[config.mk]
export PLATFORM = sky130hd
export DESIGN_NAME = dma_dsc_cache_mc_flat
export DESIGN_NICKNAME = d
export VERILOG_FILES = /design/src/rtl/dma_dsc_cache_mc_if.sv /design/src/rtl/dma_dsc_cache_mc.sv /design/src/flat_wrapper.sv
export SDC_FILE = /design/constraint.sdc
export NUM_CORES = 1
export LEC_CHECK = 0
export ABC_AREA = 1
export CORE_AREA = 2 2 276 278
export CTS_BUF_LIST = sky130_fd_sc_hd__clkbuf_4
export CTS_CLUSTER_DIAMETER = 50
export DETAILED_ROUTE_END_ITERATION = 8
export DIE_AREA = 0 0 278 280
export GPL_ROUTABILITY_DRIVEN = 0
export REMOVE_ABC_BUFFERS = 1
export SYNTH_ARGS = -nofsm -noshare
export SYNTH_HDL_FRONTEND = slang
export SYNTH_SLANG_ARGS = --single-unit
[constraint.sdc]
create_clock -name CLK -period 7.3 [get_ports CLK]
set_input_delay 1.46 -clock CLK [delete_from_list [all_inputs] [get_ports CLK]]
set_output_delay 1.46 -clock CLK [all_outputs]
set_load 0.005 [all_outputs]
[src/rtl/dma_dsc_cache_mc_if.sv]
// Push/pop/output handshake bundle for the multi-channel descriptor cache.
// Signal names match the original flat port list for drop-in compatibility.
interface dma_dsc_cache_mc_if #(
  parameter int DATA_W = 64,
  parameter int DEPTH  = 4,
  parameter int NUM_CH = 2
);
  localparam int CH_W  = (NUM_CH > 1) ? $clog2(NUM_CH) : 1;
  localparam int PTR_W = $clog2(DEPTH);

  logic                        W_VALID;
  logic [CH_W-1:0]             W_CH;
  logic [DATA_W-1:0]           W_DATA;
  logic                        W_READY;
  logic                        RD_REQ;
  logic [CH_W-1:0]             RD_CH;
  logic                        RD_ACK;
  logic                        R_VALID;
  logic                        R_READY;
  logic [DATA_W-1:0]           R_DATA;
  logic [CH_W-1:0]             R_CHO;
  logic [NUM_CH-1:0]           FLUSH;
  logic [NUM_CH-1:0]           EMPTY;
  logic [NUM_CH-1:0]           FULL;
  logic [NUM_CH*(PTR_W+1)-1:0] LEVEL;

  modport master (
    output W_VALID, W_CH, W_DATA, RD_REQ, RD_CH, R_READY, FLUSH,
    input  W_READY, RD_ACK, R_VALID, R_DATA, R_CHO, EMPTY, FULL, LEVEL
  );

  modport slave (
    input  W_VALID, W_CH, W_DATA, RD_REQ, RD_CH, R_READY, FLUSH,
    output W_READY, RD_ACK, R_VALID, R_DATA, R_CHO, EMPTY, FULL, LEVEL
  );
endinterface

[src/rtl/dma_dsc_cache_mc.sv]
// Multi-channel descriptor cache: per-channel circular FIFOs in one shared RAM,
// 2-cycle registered read path feeding a 2-entry skid buffer with credit gating.
module dma_dsc_cache_mc #(
  parameter int DATA_W = 64,
  parameter int DEPTH  = 4,
  parameter int NUM_CH = 2
) (
  input  logic              CLK,
  input  logic              RESETN,
  dma_dsc_cache_mc_if.slave bus
);
  localparam int CH_W  = (NUM_CH > 1) ? $clog2(NUM_CH) : 1;
  localparam int PTR_W = $clog2(DEPTH);
  localparam int AW    = CH_W + PTR_W;
  localparam int LW    = PTR_W + 1;

  logic [PTR_W-1:0]  wr_ptr [NUM_CH];
  logic [PTR_W-1:0]  rd_ptr [NUM_CH];
  logic [LW-1:0]     level  [NUM_CH];
  logic [DATA_W-1:0] mem    [NUM_CH*DEPTH];

  logic [NUM_CH-1:0] empty, full, push_v, pop_v;
  logic              w_ready, w_fire, rd_ok, rd_ack, r_fire;
  logic [PTR_W-1:0]  wr_ptr_sel, rd_ptr_sel;
  logic [1:0]        in_use;

  logic              rd_pend;
  logic [AW-1:0]     rd_addr_q;
  logic [CH_W-1:0]   rd_ch_q;

  logic [DATA_W-1:0] skid_data [2];
  logic [CH_W-1:0]   skid_ch   [2];
  logic              skid_head, skid_tail;
  logic [1:0]        skid_cnt;

  always_comb begin
    for (int unsigned c = 0; c < NUM_CH; c++) begin
      empty[c] = (level[c] == '0);
      full[c]  = (level[c] == LW'(DEPTH));
    end
  end

  // Channel decode by compare rather than indexing so out-of-range channels
  // simply match nothing and are refused.
  always_comb begin
    w_ready    = 1'b0;
    rd_ok      = 1'b0;
    wr_ptr_sel = '0;
    rd_ptr_sel = '0;
    for (int unsigned c = 0; c < NUM_CH; c++) begin
      if (bus.W_CH == CH_W'(c)) begin
        w_ready    = !full[c] && !bus.FLUSH[c];
        wr_ptr_sel = wr_ptr[c];
      end
      if (bus.RD_CH == CH_W'(c)) begin
        rd_ok      = !empty[c] && !bus.FLUSH[c];
        rd_ptr_sel = rd_ptr[c];
      end
    end
  end

  assign in_use = {1'b0, rd_pend} + skid_cnt;
  assign w_fire = bus.W_VALID && w_ready;
  assign rd_ack = bus.RD_REQ && rd_ok && (in_use < 2'd2);
  assign r_fire = (skid_cnt != 2'd0) && bus.R_READY;

  always_comb begin
    push_v = '0;
    pop_v  = '0;
    for (int unsigned c = 0; c < NUM_CH; c++) begin
      push_v[c] = w_fire && (bus.W_CH == CH_W'(c));
      pop_v[c]  = rd_ack && (bus.RD_CH == CH_W'(c));
    end
  end

  always_ff @(posedge CLK or negedge RESETN) begin
    if (!RESETN) begin
      for (int unsigned c = 0; c < NUM_CH; c++) begin
        wr_ptr[c] <= '0;
        rd_ptr[c] <= '0;
        level[c]  <= '0;
      end
    end else begin
      for (int unsigned c = 0; c < NUM_CH; c++) begin
        if (bus.FLUSH[c]) begin
          wr_ptr[c] <= '0;
          rd_ptr[c] <= '0;
          level[c]  <= '0;
        end else begin
          if (push_v[c]) wr_ptr[c] <= wr_ptr[c] + PTR_W'(1);
          if (pop_v[c])  rd_ptr[c] <= rd_ptr[c] + PTR_W'(1);
          if (push_v[c] && !pop_v[c])      level[c] <= level[c] + LW'(1);
          else if (!push_v[c] && pop_v[c]) level[c] <= level[c] - LW'(1);
        end
      end
    end
  end

  always_ff @(posedge CLK) begin
    if (w_fire) mem[{bus.W_CH, wr_ptr_sel}] <= bus.W_DATA;
  end

  // Address registered on the ack cycle, RAM data lands directly in the skid
  // one cycle later; the credit check keeps the skid from ever overflowing.
  always_ff @(posedge CLK or negedge RESETN) begin
    if (!RESETN) begin
      rd_pend   <= 1'b0;
      rd_addr_q <= '0;
      rd_ch_q   <= '0;
      skid_head <= 1'b0;
      skid_tail <= 1'b0;
      skid_cnt  <= '0;
      for (int unsigned i = 0; i < 2; i++) begin
        skid_data[i] <= '0;
        skid_ch[i]   <= '0;
      end
    end else begin
      rd_pend <= rd_ack;
      if (rd_ack) begin
        rd_addr_q <= {bus.RD_CH, rd_ptr_sel};
        rd_ch_q   <= bus.RD_CH;
      end
      if (rd_pend) begin
        skid_data[skid_tail] <= mem[rd_addr_q];
        skid_ch[skid_tail]   <= rd_ch_q;
        skid_tail            <= ~skid_tail;
      end
      if (r_fire) skid_head <= ~skid_head;
      case ({rd_pend, r_fire})
        2'b10:   skid_cnt <= skid_cnt + 2'd1;
        2'b01:   skid_cnt <= skid_cnt - 2'd1;
        default: skid_cnt <= skid_cnt;
      endcase
    end
  end

  always_comb begin
    bus.LEVEL = '0;
    for (int unsigned c = 0; c < NUM_CH; c++) begin
      bus.LEVEL[c*LW +: LW] = level[c];
    end
  end

  assign bus.W_READY = w_ready;
  assign bus.RD_ACK  = rd_ack;
  assign bus.R_VALID = (skid_cnt != 2'd0);
  assign bus.R_DATA  = skid_data[skid_head];
  assign bus.R_CHO   = skid_ch[skid_head];
  assign bus.EMPTY   = empty;
  assign bus.FULL    = full;
endmodule

[src/flat_wrapper.sv]
// flat-port wrapper written by rule: the top's interface ports become plain ports
module dma_dsc_cache_mc_flat 
#(
  parameter int DATA_W = 64,
  parameter int DEPTH  = 4,
  parameter int NUM_CH = 2
)
  (CLK, RESETN, bus_W_VALID, bus_W_CH, bus_W_DATA, bus_RD_REQ, bus_RD_CH, bus_R_READY, bus_FLUSH, bus_W_READY, bus_RD_ACK, bus_R_VALID, bus_R_DATA, bus_R_CHO, bus_EMPTY, bus_FULL, bus_LEVEL);
  dma_dsc_cache_mc_if #(.DATA_W(DATA_W), .DEPTH(DEPTH), .NUM_CH(NUM_CH)) bus_i ();
  input  logic CLK;
  input  logic RESETN;
  input wire logic [$bits(bus_i.W_VALID)-1:0] bus_W_VALID;
  input wire logic [$bits(bus_i.W_CH)-1:0] bus_W_CH;
  input wire logic [$bits(bus_i.W_DATA)-1:0] bus_W_DATA;
  input wire logic [$bits(bus_i.RD_REQ)-1:0] bus_RD_REQ;
  input wire logic [$bits(bus_i.RD_CH)-1:0] bus_RD_CH;
  input wire logic [$bits(bus_i.R_READY)-1:0] bus_R_READY;
  input wire logic [$bits(bus_i.FLUSH)-1:0] bus_FLUSH;
  output wire logic [$bits(bus_i.W_READY)-1:0] bus_W_READY;
  output wire logic [$bits(bus_i.RD_ACK)-1:0] bus_RD_ACK;
  output wire logic [$bits(bus_i.R_VALID)-1:0] bus_R_VALID;
  output wire logic [$bits(bus_i.R_DATA)-1:0] bus_R_DATA;
  output wire logic [$bits(bus_i.R_CHO)-1:0] bus_R_CHO;
  output wire logic [$bits(bus_i.EMPTY)-1:0] bus_EMPTY;
  output wire logic [$bits(bus_i.FULL)-1:0] bus_FULL;
  output wire logic [$bits(bus_i.LEVEL)-1:0] bus_LEVEL;
  assign bus_i.W_VALID = bus_W_VALID;
  assign bus_i.W_CH = bus_W_CH;
  assign bus_i.W_DATA = bus_W_DATA;
  assign bus_i.RD_REQ = bus_RD_REQ;
  assign bus_i.RD_CH = bus_RD_CH;
  assign bus_i.R_READY = bus_R_READY;
  assign bus_i.FLUSH = bus_FLUSH;
  assign bus_W_READY = bus_i.W_READY;
  assign bus_RD_ACK = bus_i.RD_ACK;
  assign bus_R_VALID = bus_i.R_VALID;
  assign bus_R_DATA = bus_i.R_DATA;
  assign bus_R_CHO = bus_i.R_CHO;
  assign bus_EMPTY = bus_i.EMPTY;
  assign bus_FULL = bus_i.FULL;
  assign bus_LEVEL = bus_i.LEVEL;
  dma_dsc_cache_mc #(.DATA_W(DATA_W), .DEPTH(DEPTH), .NUM_CH(NUM_CH)) u_core (.CLK(CLK), .RESETN(RESETN), .bus(bus_i));
endmodule
Word-level counts from Yosys, hierarchy flattened

Memory sizes are Yosys's and may differ from the RTL's.
Cells that the tools add are included.
W data, S select, Z words.

Register bits: 153
Word-level logic and storage cells: 112
Memories kept: 1
Input port bits: 73
RAM bits: 512

Bitwise logic cells: 6
Multiplexer cells: 33
Reduce and logical (&&, ||, !) cells: 37
Add/sub/neg operators: 11
Order comparisons: 4
Equality and inequality tests: 4

Memories:

| memory     | depth | bits a word | rd ports | clocked after Yosys merged registers in | wr ports | RTL line               | RTL |
|---|---|---|---|---|---|---|---|
| u_core.mem | 8     | 64          | 1        | 0                                       | 1        | dma_dsc_cache_mc.sv:20 | `logic [DATA_W-1:0] mem [NUM_CH*DEPTH];` |

Operator list:

| cell                  | count |
|---|---|
| $mux W64              | 4 |
| $bwmux W128           | 1 |
| $demux W64 S1         | 1 |
| $mux W2               | 10 |
| $mux W3               | 6 |
| $logic_and A1 B1 Y1   | 17 |
| $reduce_bool A2 Y1    | 6 |
| $add A2 B1 Y2 const B | 5 |
| $logic_not A1 Y1      | 10 |
| $mux W1               | 8 |
| $add A3 B1 Y3 const B | 2 |
| $eq A3 B3 Y1 const B  | 2 |
| $logic_not A3 Y1      | 2 |
| $reduce_bool A3 Y1    | 2 |
| $sub A3 B1 Y3 const B | 2 |
| $ge A2 B2 Y1 const B  | 2 |
| $not A1 Y1            | 4 |
| $not A1 Y2            | 2 |
| $pmux W2 S2           | 1 |
| $add A1 B2 Y2         | 1 |
| $bwmux W2             | 1 |
| $eq A2 B1 Y1 const B  | 1 |
| $eq A2 B2 Y1 const B  | 1 |
| $lt A2 B1 Y1 const B  | 1 |
| 3 further kinds       | 3 |

Longest topological paths before layout

Gate-level depths: netlist of run 1.

Depth after elaboration: 11
Depth in mapped cells: 12
Depth with buffers taken out: 12

Worst setup path before layout of run 1

No wires, ideal clock.

Kind: in2reg
Start point: input port bus_FLUSH[1]
End point: memory u_core.mem[1][0], enable pin
Arrival time: 7.949 ns
Path slack: -1.293 ns
Data required time: 6.655 ns
Stages on the path: 5
Cells stage by stage: inv_1 -> nand3_1 -> nand2_1 -> nand2_1 -> nor4_1

Word-level cells in the longest chain between the ends: 6

RTL lines:

| element                       | RTL line                | RTL |
|---|---|---|
| start, declared               | flat_wrapper.sv:18      | `input wire logic [$bits(bus_i.FLUSH)-1:0] bus_FLUSH;` |
| $logic_not A1 Y1              | dma_dsc_cache_mc.sv:52  | `w_ready = !full[c] && !bus.FLUSH[c];` |
| $logic_and A1 B1 Y1           | dma_dsc_cache_mc.sv:52  |  |
| $mux W1                       | dma_dsc_cache_mc.sv:51  | `if (bus.W_CH == CH_W'(c)) begin` |
| named net bus_W_READY         | flat_wrapper.sv:19      | `output wire logic [$bits(bus_i.W_READY)-1:0] bus_W_READY;` |
| $logic_and A1 B1 Y1           | dma_dsc_cache_mc.sv:63  | `assign w_fire = bus.W_VALID && w_ready;` |
| $mux W1                       | dma_dsc_cache_mc.sv:100 | `if (w_fire) mem[{bus.W_CH, wr_ptr_sel}] <= bus.W_DATA;` |
| $mux W1 (not written as such) | dma_dsc_cache_mc.sv:100 |  |
| end, declared                 | dma_dsc_cache_mc.sv:20  |  |

The timed path passes the listed nets, and every way through them passes these cells.

Final worst setup path of run 1

Start point: register u_core.skid_head
End point: output port bus_R_DATA[18]

Word-level cells in the longest chain between the ends: 4

RTL lines:

| element                                      | RTL line                | RTL |
|---|---|---|
| start, declared                              | dma_dsc_cache_mc.sv:33  | `logic skid_head, skid_tail;` |
| start signal, assigned                       | dma_dsc_cache_mc.sv:128 | `if (r_fire) skid_head <= ~skid_head;` |
| $not A1 Y2 (not written as such)             | dma_dsc_cache_mc.sv:147 | `assign bus.R_DATA = skid_data[skid_head];` |
| $mux W64 (not written as such) (3 in series) | dma_dsc_cache_mc.sv:147 |  |
| end, declared                                | flat_wrapper.sv:22      | `output wire logic [$bits(bus_i.R_DATA)-1:0] bus_R_DATA;` |

No other way between the ends. The select of a mux whose other input is x is not followed.

==> results of run 1 <==
## cell type report
class                      instances  area [um^2]  share of cell area (%)
antenna                            5        12.51                 0.04081
clock buffer                     272         2042                   6.660
clock inverter                    34        207.7                  0.6775
inverter                          34        133.9                  0.4367
multi-input combinational       1201         6170                   20.12
sequential                       664        19190                   62.60
tap                              978         1224                   3.991
timing repair buffer             173         1675                   5.465
## per-stage QoR
stage                     instance area (um^2)  power, uW  std cells  util, %
after global routing                     30660      11480       3360    40.77
after detailed placement                 28400       7696       3050    37.77
final                                    30660      10780       3361    40.77
after global placement                   28400       7618       3050    37.77
after floorplan                          25420       6449       1899        -
after CTS                                30650      10950       3356    40.76
## sequential cells by signal, indices dropped and copies added, names as in the netlist
register and count:
u_core.rd_addr_q 2, u_core.rd_pend 1, u_core.skid_ch 2, u_core.mem 512
u_core.rd_ch_q 1, u_core.skid_tail 1, u_core.wr_ptr 4, u_core.skid_head 1
u_core.skid_cnt 2, u_core.skid_data 128, u_core.rd_ptr 4, u_core.bus.LEVEL 6
## per-layer routing
layer	GRT usage, %	share of wire [%]
met5	0	0.037
met3	4.105	5.0
met4	6.140	2.3
met1	20.21	44
met2	26.73	49
## power by group through the flow
stage	combinational, uW	sequential, uW	clock [uW]
2_1_floorplan	1500	4950	0
3_3_place_gp	2750	4870	0
3_5_place_dp	2820	4880	0
4_1_cts	2830	4800	3320
5_1_grt	3110	4860	3520
6_report	2770	4810	3210
## critical path, stage by stage (launching register included)
cell	delay, ps
sky130_fd_sc_hd__dfrtp_4	680
sky130_fd_sc_hd__clkinv_2	560
sky130_fd_sc_hd__buf_4	510
sky130_fd_sc_hd__nand2_1	120
sky130_fd_sc_hd__nand2_1	110
sky130_fd_sc_hd__clkdlybuf4s50_1	470
## layout by cell type, fill, tap and decap left out, drive strengths merged, types with 24 or more instances in the layout
cell type | synthesis | routed
o221ai | 65 | 65
clkdlybuf4s50 | 0 | 149
clkbuf | 83 | 272
o21ai | 335 | 335
buf | 51 | 24
edfxtp | 512 | 512
clkinv | 0 | 28
o32ai | 64 | 64
dfrtp | 152 | 152
nand2 | 360 | 360
nor2 | 266 | 266
inv | 34 | 36
mux2i | 64 | 64
## kinds of logic (layout without fill, tap and decap cells)
| group | count (synthesis) | in the layout | synth area share (%) |
|---|---|---|---|
| other | 0 | 5 | 0 |
| multiplexers | 64 | 64 | 2.457 |
| AND/OR/NAND/NOR | 654 | 654 | 9.606 |
| flip-flops | 664 | 664 | 73.55 |
| XOR/XNOR | 3 | 3 | 0.1008 |
| AO/OA/AOI/OAI | 477 | 477 | 11.06 |
| adder cells (fa/ha/maj) | 3 | 3 | 0.2015 |
| buffers and inverters | 168 | 513 | 3.023 |
## final timing paths
kind                       slack [ps]                          endpoint  cells after the start
setup / recovery                 2360                    bus_R_DATA[18]                      5
hold / removal                    480  u_core.skid_data[47]$_DFFE_PN0P_                      2
setup reg to reg                 3970  u_core.skid_data[77]$_DFFE_PN0P_                      6
hold reg to reg                   480  u_core.skid_data[47]$_DFFE_PN0P_                      2
max in group asynchronous        5320      u_core.skid_head$_DFFE_PN0P_                      2
min in group asynchronous         540      u_core.rd_ptr[2]$_DFFE_PN0P_                      1
==> flow_metrics.py, run 1 <==
metrics = {
    "outcome": {
        "outcome": "finished, final reports clean",
    },
    "placed_design": {
        "buffers_on_ports": 150,
        "placement.setup.worst_slack_ps": 2628,
        "hpwl_um": 34090,
    },
    "power_and_ir_drop": {
        "power.share.switching_pct": 31.46,
        "pwr_density_cell_nw_per_um2": 351.8,
        "internal_power_of_the_cells_uw": 7391,
        "irDropWorstVdd_mv": 0.1757,
        "seq_power_share_pct": 44.6,
        "p_switching_uw": 3393,
        "power.leakage_uw": 0.01106,
        "share_comb_of_total_power_pct": 25.7,
        "clk_pwr_share_pct": 29.7,
    },
    "sta": {
        "timing_max_transition_violations_final": 0,
        "setup_violations": 0,
        "max_clock_freq_mhz": 202.4,
        "max_slew.worst_pin.slew_ps": 1180,
        "worst_hold_slack_ps": 479.2,
        "rsz0062_at_grt": "false",
        "clock-skew-final_ps": 62.07,
        "setup_tns_ps": 0,
        "layout_worst_path_cycle_share_pct": 67.69,
        "remaining_max_slew_budget_at_the_tightest_pin_pct": 21.35,
        "postLayoutSetupSlackWorst_ps": 2359,
        "final_hold_viol_count": 0,
        "post_layout_minimum_cycle_time_ps": 4941,
    },
    "clocking": {
        "cts_htree_levels": 4,
        "cts_buf_count": 170,
        "cts_resized": 0,
        "tritoncts": "built",
        "cts_setup_buffers": 0,
        "path_clk_slew_ps": 60,
        "cts.sink_count": 664,
        "clkLatencyLatePin_ps": 980,
        "max-clock-path-buffers": 3,
        "clockRootBuffer": "sky130_fd_sc_hd__clkbuf_4",
        "cts.hold.buffers_added": 0,
    },
    "detailed_routing": {
        "dr_vias": 16849,
        "drc_errors": 0,
        "dr.pass1.iters": 5,
        "drt-total-wl_um": 62050,
        "routed_wire_length_per_instance_um": 18.46,
        "vias_per_cell": 5.013,
        "drtAntennaViolNets": 0,
        "detailedRoute.firstIterationViolations": 1177,
    },
    "final_layout": {
        "nNetsFinal": 2320,
        "final_layout_size_suffix_gt1_share_pct": 13.92,
        "fillCellCount": 7017,
        "area.growth.synth_to_final_pct": 17.57,
    },
    "synth": {
        "cell_with_the_most_instances_after_synthesis": "sky130_fd_sc_hd__edfxtp_1",
        "ys_seq_elements": 664,
        "synth_cells": 2033,
        "syn-cell-area_um2": 26080,
        "count_of_unique_library_cells_instantiated_by_yosys": 36,
        "synth-warning-count": 0,
        "yosysTopAreaCell": "sky130_fd_sc_hd__edfxtp_1",
        "yosys.area.top_type_share_pct": 58.96,
        "async_reset_ff_share_pct": 22.89,
        "synth_flop_cell": "sky130_fd_sc_hd__edfxtp_1",
        "synth-seq-area-share_pct": 73.55,
        "ys_top_cells_by_area": "sky130_fd_sc_hd__edfxtp_1, sky130_fd_sc_hd__dfrtp_1, sky130_fd_sc_hd__nand2_1, sky130_fd_sc_hd__nor2_1, sky130_fd_sc_hd__o21ai_0",
        "synth.cells.most_frequent": "sky130_fd_sc_hd__edfxtp_1, sky130_fd_sc_hd__nand2_1, sky130_fd_sc_hd__nor2_1",
        "synthesis.area_per_instance_um2": 12.83,
        "synth-edff-count": 512,
    },
    "die": {
        "core_area_um2": 75190,
        "initial_core_util_pct": 34.68,
        "die_height_um": 280,
        "die_w_um": 278,
        "die_area_um2": 77840,
        "top_level_ports": 151,
        "core.rowCount": 101,
    },
    "worst_hold_path": {
        "holdCritPathClass": "reg2reg",
        "worstHoldStart": "u_core.skid_data[47]$_DFFE_PN0P_",
    },
    "setup_path": {
        "worstSetupStartpointType": "flop",
        "crit_arrival_ps": 3480,
        "rr_startpoint": "u_core.rd_addr_q[0]$_DFFE_PN0N_",
        "worst-setup-path-type": "reg2out",
        "critical_path_required_ps": 5840,
        "cp_max_fo": 36,
        "critical_path_start": "u_core.skid_head$_DFFE_PN0P_",
        "critical_path.endpoint_type": "primary output",
    },
    "grt": {
        "grt_antenna_before_repair": 8,
        "groute.usage.overall_pct": 16.08,
        "largest_net_degree_at_the_start_of_global_routing": 129,
        "overflow": 0,
        "grt_pass1_vias": 17024,
        "global_route_wire_length_before_repair_um": 96170,
    },
    "flow_run": {
        "maxCapViolations": 0,
    },
}
Note: power is estimated with default switching activity, not from simulation.
==> run 2: changes to the inputs <==
==> constraint.sdc (replaced) <==
create_clock -name CLK -period 4.6 [get_ports CLK]
set_input_delay 0.92 -clock CLK [delete_from_list [all_inputs] [get_ports CLK]]
set_output_delay 0.92 -clock CLK [all_outputs]
set_load 0.005 [all_outputs]
==> run 2 against run 1 <==
Effect of this change: critical path depth did not move; global-route usage down 0.33 points; hold slack worse by 1.2 ps; final cell count up 0.12%; core utilization increased by 0.25 points; first-iteration DRC count is 12% lower; sequential cell count stayed put; via count decreased by 0.30%; die area unchanged; largest cell class unchanged.
==> flow_metrics.py, run 2 (same netlist as run 1, synthesis figures left out) <==
metrics = {
    "setup_path": {
        "worst-setup-path-type": "reg2out",
        "worstSetupStartpointType": "flop",
        "crit_top_cell": "sky130_fd_sc_hd__nand2_1",
        "critical_path.n_buffers_inverters": 3,
        "crit_arrival_ps": 3220,
        "critical_path_required_ps": 3680,
        "crit_path_leading_delay_family": "buffers and inverters",
        "critical_path.endpoint_type": "primary output",
        "crit_path_top_delay_cell": "sky130_fd_sc_hd__buf_4",
        "cp_max_fo": 66,
        "worst_stage_delay_on_the_critical_path_ps": 670,
        "crit_chain": "clkinv_2 -> buf_4 -> nand2_1 -> nand2_1 -> clkdlybuf4s50_1",
    },
    "placed_design": {
        "buffers_on_ports": 150,
        "hpwl_um": 32780,
        "placement.cell_area_um2": 28590,
        "dp_cells": 3053,
    },
    "die": {
        "initial_core_util_pct": 34.68,
        "die_w_um": 278,
        "core.rowCount": 101,
        "die_area_um2": 77840,
        "core_area_um2": 75190,
        "die_height_um": 280,
        "top_level_ports": 151,
    },
    "detailed_routing": {
        "drc_errors": 0,
        "drt-total-wl_um": 60850,
        "vias_per_cell": 4.992,
        "dr_vias": 16799,
        "dr.pass1.iters": 5,
        "routed_wire_length_per_instance_um": 18.08,
        "detailedRoute.firstIterationViolations": 1036,
        "drtAntennaViolNets": 0,
    },
    "final_layout": {
        "registers.top_by_ff_count": "u_core.mem",
        "most-common-layout-cells": "sky130_fd_sc_hd__edfxtp_1, sky130_fd_sc_hd__nand2_1, sky130_fd_sc_hd__clkbuf_4",
        "layoutNonFillerInstCount": 3365,
        "final_layout_size_suffix_gt1_share_pct": 13.65,
        "fillCellCount": 6936,
        "mostFrequentLayoutCell": "sky130_fd_sc_hd__edfxtp_1",
        "design_area_um2": 30850,
        "finish.utilization_pct": 41.02,
        "area.growth.synth_to_final_pct": 18.29,
        "nNetsFinal": 2323,
        "largest_reg_flops": 512,
    },
    "power_and_ir_drop": {
        "power.leakage_uw": 0.01111,
        "pwr_density_cell_nw_per_um2": 553.0,
        "irDropWorstVdd_mv": 0.3005,
    },
    "clocking": {
        "path_clk_slew_ps": 70,
        "tritoncts": "built",
        "cts_buf_count": 169,
        "cts.sink_count": 664,
        "max-clock-path-buffers": 3,
        "cts_htree_levels": 4,
        "clkLatencyLatePin_ps": 960,
        "clockRootBuffer": "sky130_fd_sc_hd__clkbuf_4",
        "cts_resized": 0,
    },
    "grt": {
        "grt_antenna_before_repair": 10,
        "grt_pass1_vias": 17250,
        "global_route_wire_length_before_repair_um": 94190,
        "overflow": 0,
        "groute.usage.overall_pct": 15.74,
        "largest_net_degree_at_the_start_of_global_routing": 149,
    },
    "flow_run": {
        "maxCapViolations": 0,
    },
    "sta": {
        "post_layout_minimum_cycle_time_ps": 4138,
        "rsz0062_at_grt": "false",
        "timing_max_transition_violations_final": 0,
        "final_hold_viol_count": 0,
        "setup_violations": 0,
        "max_clock_freq_mhz": 241.7,
        "layout_worst_path_cycle_share_pct": 89.96,
        "setup_tns_ps": 0,
        "clock-skew-final_ps": 33.82,
        "max_slew.worst_pin.slew_ps": 1101,
        "remaining_max_slew_budget_at_the_tightest_pin_pct": 26.57,
    },
    "worst_hold_path": {
        "holdCritPathClass": "reg2reg",
    },
    "outcome": {
        "outcome": "finished, final reports clean",
    },
}
-- run 2: stage by stage --
step / hold slack [ps] / worst slack [ps] / total power (uW)
detailed placement: 460.8 / 1109 / 12210
finish: 477.9 / 461.8 / 17060
CTS: 426.2 / 316.8 / 17350
floorplan: 433.4 / -4381 / 10230
global route: 439.2 / 186.6 / 18200
global placement: 452.5 / 1121 / 12070
-- run 2: cell type report --
type	count	area, um^2	area share [%]
clock buffers	266	1997	6.474
diodes	6	15.01	0.04868
clock inverters	39	230.2	0.7464
multi-input cells	1201	6170	20.00
flip-flops and latches	664	19190	62.22
repair buffers	177	1883	6.105
inverters	34	133.9	0.4340
well taps	978	1224	3.967
-- run 2: power by group --
group          switching [uW]  internal (uW)
clock network            2270           2780
logic                    2440           1850
registers                 595           7120
total                    5310          11800
-- run 2: timing repair --
item,4_1_cts,5_1_grt
endpoints found under the hold margin,36,0
buffers inserted,0,0
hold buffers,1,0
endpoints found under the setup margin,0,0
-- run 2: worst register-to-register path: cells and delay by family (launching register included) --
kind / cells / cell delay, ps
buffers and inverters: 2 / 1310
flip-flops: 1 / 750
AO/OA/AOI/OAI: 3 / 700
AND/OR/NAND/NOR: 1 / 80
-- run 2: per-layer routing --
layer	up-vias	wire [um]	GRT usage, %
met4	10	1789	7.318
met3	121	3306	4.422
met2	413	29460	26.26
met1	8314	26240	18.93
li1	7941	-	-
met5	-	59	0
-- run 2: final timing paths --
path                                            startpoint                                to  slack, ps  depth (start not counted)
min in group asynchronous                           RESETN      u_core.rd_ptr[2]$_DFFE_PN0P_        550                          2
min                           u_core.rd_ptr[0]$_DFFE_PN0P_      u_core.rd_ptr[0]$_DFFE_PN0P_        480                          1
max reg2reg                u_core.rd_addr_q[0]$_DFFE_PN0N_  u_core.skid_data[44]$_DFFE_PN0P_       1680                          6
max in group asynchronous                           RESETN  u_core.skid_data[62]$_DFFE_PN0P_       3130                          3
min reg2reg                   u_core.rd_ptr[0]$_DFFE_PN0P_      u_core.rd_ptr[0]$_DFFE_PN0P_        480                          1
max                           u_core.skid_head$_DFFE_PN0P_                     bus_R_DATA[0]        460                          5
